==> config.mk <==
export PLATFORM = sky130hd
export DESIGN_NAME = wb_rr_arbiter
export DESIGN_NICKNAME = d
export VERILOG_FILES = /design/src/rtl/wb_rr_arbiter.sv
export SDC_FILE = /design/constraint.sdc
export NUM_CORES = 1
export LEC_CHECK = 0
export ABC_AREA = 0
export CAP_MARGIN = 15
export CORE_AREA = 2 2 125 127
export CTS_CLUSTER_DIAMETER = 60
export DETAILED_ROUTE_END_ITERATION = 7
export DIE_AREA = 0 0 127 129
export MAX_ROUTING_LAYER = met4
export SLEW_MARGIN = 20
export SYNTH_ARGS = -nofsm -noshare
export SYNTH_HDL_FRONTEND = slang
export SYNTH_SLANG_ARGS = --single-unit
==> constraint.sdc <==
create_clock -name clk -period 4.3 [get_ports clk]
set_input_delay 0.86 -clock clk [delete_from_list [all_inputs] [get_ports clk]]
set_output_delay 0.86 -clock clk [all_outputs]
set_load 0.05 [all_outputs]
==> src/rtl/wb_rr_arbiter.sv <==
// Two-master Wishbone round-robin arbiter with a per-transfer ack timeout.
// The owner keeps the bus until it drops cyc; a stalled strobe is errored and blocked.
module wb_rr_arbiter #(
    parameter int unsigned TIMEOUT = 15
) (
    input  logic        clk,
    input  logic        rst,
    input  logic [31:0] m0_addr,
    input  logic [31:0] m0_data,
    input  logic [3:0]  m0_sel,
    input  logic        m0_cyc,
    input  logic        m0_stb,
    input  logic        m0_we,
    output logic [31:0] m0_data_read,
    output logic        m0_ack,
    output logic        m0_err,
    input  logic [31:0] m1_addr,
    input  logic [31:0] m1_data,
    input  logic [3:0]  m1_sel,
    input  logic        m1_cyc,
    input  logic        m1_stb,
    input  logic        m1_we,
    output logic [31:0] m1_data_read,
    output logic        m1_ack,
    output logic        m1_err,
    output logic [31:0] wb_addr,
    output logic [31:0] wb_data,
    output logic [3:0]  wb_sel,
    output logic        wb_cyc,
    output logic        wb_stb,
    output logic        wb_we,
    input  logic [31:0] wb_data_read,
    input  logic        wb_ack,
    output logic [1:0]  grant
);

    typedef enum logic [1:0] {IDLE, GRANT0, GRANT1} state_t;

    localparam logic [7:0] CNT_LAST = 8'(TIMEOUT - 1);

    state_t     state, state_next;
    logic       last;
    logic [7:0] cnt;
    logic       stb_block;
    logic       own_stb;
    logic       timeout_hit;
    logic       state_change;

    always_comb begin
        state_next = state;
        case (state)
            IDLE: begin
                if (m0_cyc && m1_cyc) state_next = last ? GRANT0 : GRANT1;
                else if (m0_cyc)      state_next = GRANT0;
                else if (m1_cyc)      state_next = GRANT1;
            end
            GRANT0: if (!m0_cyc) state_next = m1_cyc ? GRANT1 : IDLE;
            GRANT1: if (!m1_cyc) state_next = m0_cyc ? GRANT0 : IDLE;
            default: state_next = IDLE;
        endcase
    end

    always_comb begin
        own_stb = 1'b0;
        case (state)
            GRANT0:  own_stb = m0_stb;
            GRANT1:  own_stb = m1_stb;
            default: own_stb = 1'b0;
        endcase
    end

    assign state_change = (state_next != state);
    // A same-cycle ack beats the timeout, so wb_ack suppresses the hit.
    assign timeout_hit  = own_stb && !stb_block && !wb_ack && (cnt == CNT_LAST);

    always_ff @(posedge clk or posedge rst) begin
        if (rst) begin
            state     <= IDLE;
            last      <= 1'b1;
            cnt       <= '0;
            stb_block <= 1'b0;
        end else begin
            state <= state_next;
            if (state != IDLE && state_change)
                last <= (state == GRANT1);

            if (state_change || wb_ack || !own_stb || stb_block || timeout_hit)
                cnt <= '0;
            else
                cnt <= cnt + 8'd1;

            if (state_change)     stb_block <= 1'b0;
            else if (timeout_hit) stb_block <= 1'b1;
            else if (!own_stb)    stb_block <= 1'b0;
        end
    end

    always_comb begin
        grant        = 2'b00;
        wb_addr      = '0;
        wb_data      = '0;
        wb_sel       = '0;
        wb_cyc       = 1'b0;
        wb_stb       = 1'b0;
        wb_we        = 1'b0;
        m0_data_read = '0;
        m0_ack       = 1'b0;
        m0_err       = 1'b0;
        m1_data_read = '0;
        m1_ack       = 1'b0;
        m1_err       = 1'b0;
        case (state)
            GRANT0: begin
                grant        = 2'b01;
                wb_addr      = m0_addr;
                wb_data      = m0_data;
                wb_sel       = m0_sel;
                wb_cyc       = m0_cyc;
                wb_stb       = m0_stb && !stb_block;
                wb_we        = m0_we;
                m0_data_read = wb_data_read;
                m0_ack       = wb_ack && !stb_block;
                m0_err       = timeout_hit;
            end
            GRANT1: begin
                grant        = 2'b10;
                wb_addr      = m1_addr;
                wb_data      = m1_data;
                wb_sel       = m1_sel;
                wb_cyc       = m1_cyc;
                wb_stb       = m1_stb && !stb_block;
                wb_we        = m1_we;
                m1_data_read = wb_data_read;
                m1_ack       = wb_ack && !stb_block;
                m1_err       = timeout_hit;
            end
            default: ;
        endcase
    end

endmodule

==> flow_summary.ini <==
[power_and_ir_drop]
clockPowerShare_pct = 4.3
power.internal_mw = 1.568
switching_share_pct = 60.03
p_switching_mw = 2.354
ir_drop_mv = 0.2929
power_frac_seq_pct = 4.0
p_per_area_mw_per_mm2 = 669.3
power_frac_comb_pct = 91.6
leakage_nw = 2.062

[critical_path]
critPathCaptureType = primary output
r2r_slack_ns = 1.54
critical_path_arrival_ns = 2.97
worstPathCellList = inv_1, ha_2, buf_12, nor2b_1, clkdlybuf4s50_1
r2r-start = state[0]
startpoint_type = register
worst_path_largest_cell_delay_ns = 0.83
cp_slowest_cell = clkdlybuf4s50_1
crit_path_start = state[1]
critPathMaxFanout = 46
crit_cells = 5
path_class = reg -> out
reg2reg_to = cnt[2]
cp_data_required_time_ns = 3.44
crit_buf_inv = 3
reg2reg_depth = 8
critPathTopFamily = buffers and inverters

[yosys]
synthTopCellsByArea = a22oi_1, nor2b_1, and2_1
post_synth.cell_area_avg_um2 = 7.282
synth.most_common_cell = nor2b_1
synth_ff_type = dfrtp_1
synth_top_area_share_pct = 21.98
syn_inst = 333
ys_types = 41
ys_warn_count = 0
yosys.area.top_type = a22oi_1
synth_top_cells_by_count = nor2b_1, a22oi_1, and2_1, clkbuf_1, dfrtp_1
syn_area_mm2 = 0.002425
ys_seq_elements = 12
synth_nets = 518
ys_async_sr_fraction_pct = 100.0
yosysSeqAreaShare_pct = 12.44
synth_edf_count = 0

[timing]
period_needed_ns = 3.825
post-route-period-util_pct = 88.95
worst_pin_slew_ns = 0.5700
fmax_ghz = 0.2614
grt_setup_unrepaired = no
fin_skew_ns = 0.003836
finalHoldViolations = 0
slew_headroom_pct = 61.88
fin_tns_setup_ns = 0
drv_slew = 0
final-setup-viol-count = 0

[clock_tree]
clk_latency_ns = 0.24
post_cts_buffers = 0
holdBufCountCts = 0
root_buffer = clkbuf_16
clk_pin_slew_worst_paths_ns = 0.04
cts_tree = built
numCtsBuffers = 3
cts_resized = 0
cts.sinks = 12
clk_path_buf_depth = 2
h-tree-depth = 1

[global_route]
grt_max_degree = 57
grt_antenna_before_repair = 0
globalRouteOverflowTotal = 0
grt_pass1_wl_mm = 18.76
grt_util_all_layers_pct = 14.62
grt_pass1_vias = 3663

[layout]
layout.nets = 810
num-fill-cells = 1541
antenna_cells = 0
syn_to_final_growth_pct = 141.6
drive_gt1_share_pct = 3.846
layout.cells.non_filler = 812

[floorplanning]
std_cell_rows = 45
ios = 318
chipWidth_um = 127
core_area_mm2 = 0.01498
die_area_mm2 = 0.01638
die_h_um = 129
initial_core_util_pct = 16.19

[placement]
portBuffers = 317
place.gp.congestion = 0.8066
dp_cells = 808
dp_hpwl_mm = 10.46

[route]
routed_wl_mm = 12.99
vias = 3600
dr.pass1.iters = 5
post_drt_via_cell_ratio = 4.433
wl_per_cell_um = 16.00
drt_iter0_drc = 182
drc = 0
ant_nets = 0

[outcome]
status = finished clean

[worst_hold_path]
min_from = cnt[0]
hold_class = reg -> reg
worstHoldEndpoint = cnt[0]
min_path_cells = 1

[flow_run]
cap_viol_max_count = 0
==> power groups by stage <==
stage	clock network [mW]	logic [mW]	registers, mW
2_1_floorplan	0	2.41	0.148
3_3_place_gp	0	3.58	0.157
3_5_place_dp	0	3.61	0.160
4_1_cts	0.172	3.61	0.157
5_1_grt	0.177	3.78	0.161
6_report	0.169	3.59	0.158
==> cell families (layout without fill, tap and decap cells) <==
| family | after synthesis | in the layout | synth area share, % |
|---|---|---|---|
| XOR/XNOR | 6 | 6 | 2.167 |
| AND/OR/NAND/NOR | 176 | 176 | 46.08 |
| multiplexers | 3 | 3 | 1.342 |
| flip-flops | 12 | 12 | 12.44 |
| adder cells (fa/ha/maj) | 8 | 8 | 4.128 |
| buffers and inverters | 40 | 331 | 6.966 |
| AO/OA/AOI/OAI | 88 | 88 | 26.88 |
==> worst reg2reg max path, stage by stage, from the launching register on <==
cell	delay (ns)
dfrtp_1	0.48
inv_1	0.24
ha_4	0.47
buf_12	0.28
nor2b_1	0.22
a21oi_1	0.09
a32oi_1	0.27
or3_1	0.47
nor3_2	0.10
==> cell usage in the layout, fill, tap and decap left out, types with 3 or more instances in the layout <==
cell             Yosys  routed
ha_1                 8       5
nand4_1              3       3
dfrtp_1             11      11
clkbuf_16            0       3
and2_1              67      67
xor2_1               5       5
nor3_2               8       8
a21oi_1              3       3
nand2_1              3       3
buf_12               0       3
a22oi_1             71      71
clkdlybuf4s50_1      0     315
buf_4                3       4
nand2b_1             3       3
nor2_1               6       6
inv_1                5       5
nor2b_1             74      74
==> per-stage QoR <==
step	instance area, µm²	hold slack [ns]	setup WS, ns	power, mW	utilization (%)
2_1_floorplan	2425	0.4976	1.143	2.560	-
3_3_place_gp	5781	0.5462	0.7526	3.742	38.60
3_5_place_dp	5781	0.5429	0.6913	3.766	38.60
4_1_cts	5859	0.5533	0.4798	3.943	39.12
5_1_grt	5859	0.5926	0.3091	4.116	39.12
6_report	5859	0.5574	0.4750	3.922	39.12
==> final cells by class <==
cell class | count | area [µm²] | area share, %
multi-input combinational | 281 | 1982 | 33.82
clock buffer | 4 | 78.83 | 1.345
inverter | 5 | 18.77 | 0.3203
timing repair buffer | 322 | 3243 | 55.35
tap | 188 | 235.2 | 4.015
sequential | 12 | 301.5 | 5.146
==> worst max path at each step <==
| stage | slack, ns | endpoint |
|---|---|---|
| floorplan | 1.14 | wb_addr[0] |
| global placement | 0.75 | wb_cyc |
| detailed placement | 0.69 | wb_addr[6] |
| CTS | 0.48 | wb_addr[6] |
| global route | 0.31 | wb_addr[6] |
| finish | 0.47 | wb_data[6] |
==> sequential cells by signal, indices dropped and copies added, names as in the netlist <==
register	flops
cnt	8
last	1
state	2
stb_block	1
==> layer usage <==
| metal | vias up | track usage (%) | wire (µm) |
|---|---|---|---|
| met3 | 16 | 1.996 | 672 |
| met2 | 157 | 27.58 | 6921 |
| met1 | 1678 | 16.50 | 5189 |
| met4 | 0 | 2.909 | 207 |
| met5 | - | - | 0 |
| li1 | 1749 | - | - |
No activity file was read; power rests on OpenSTA's default activity.
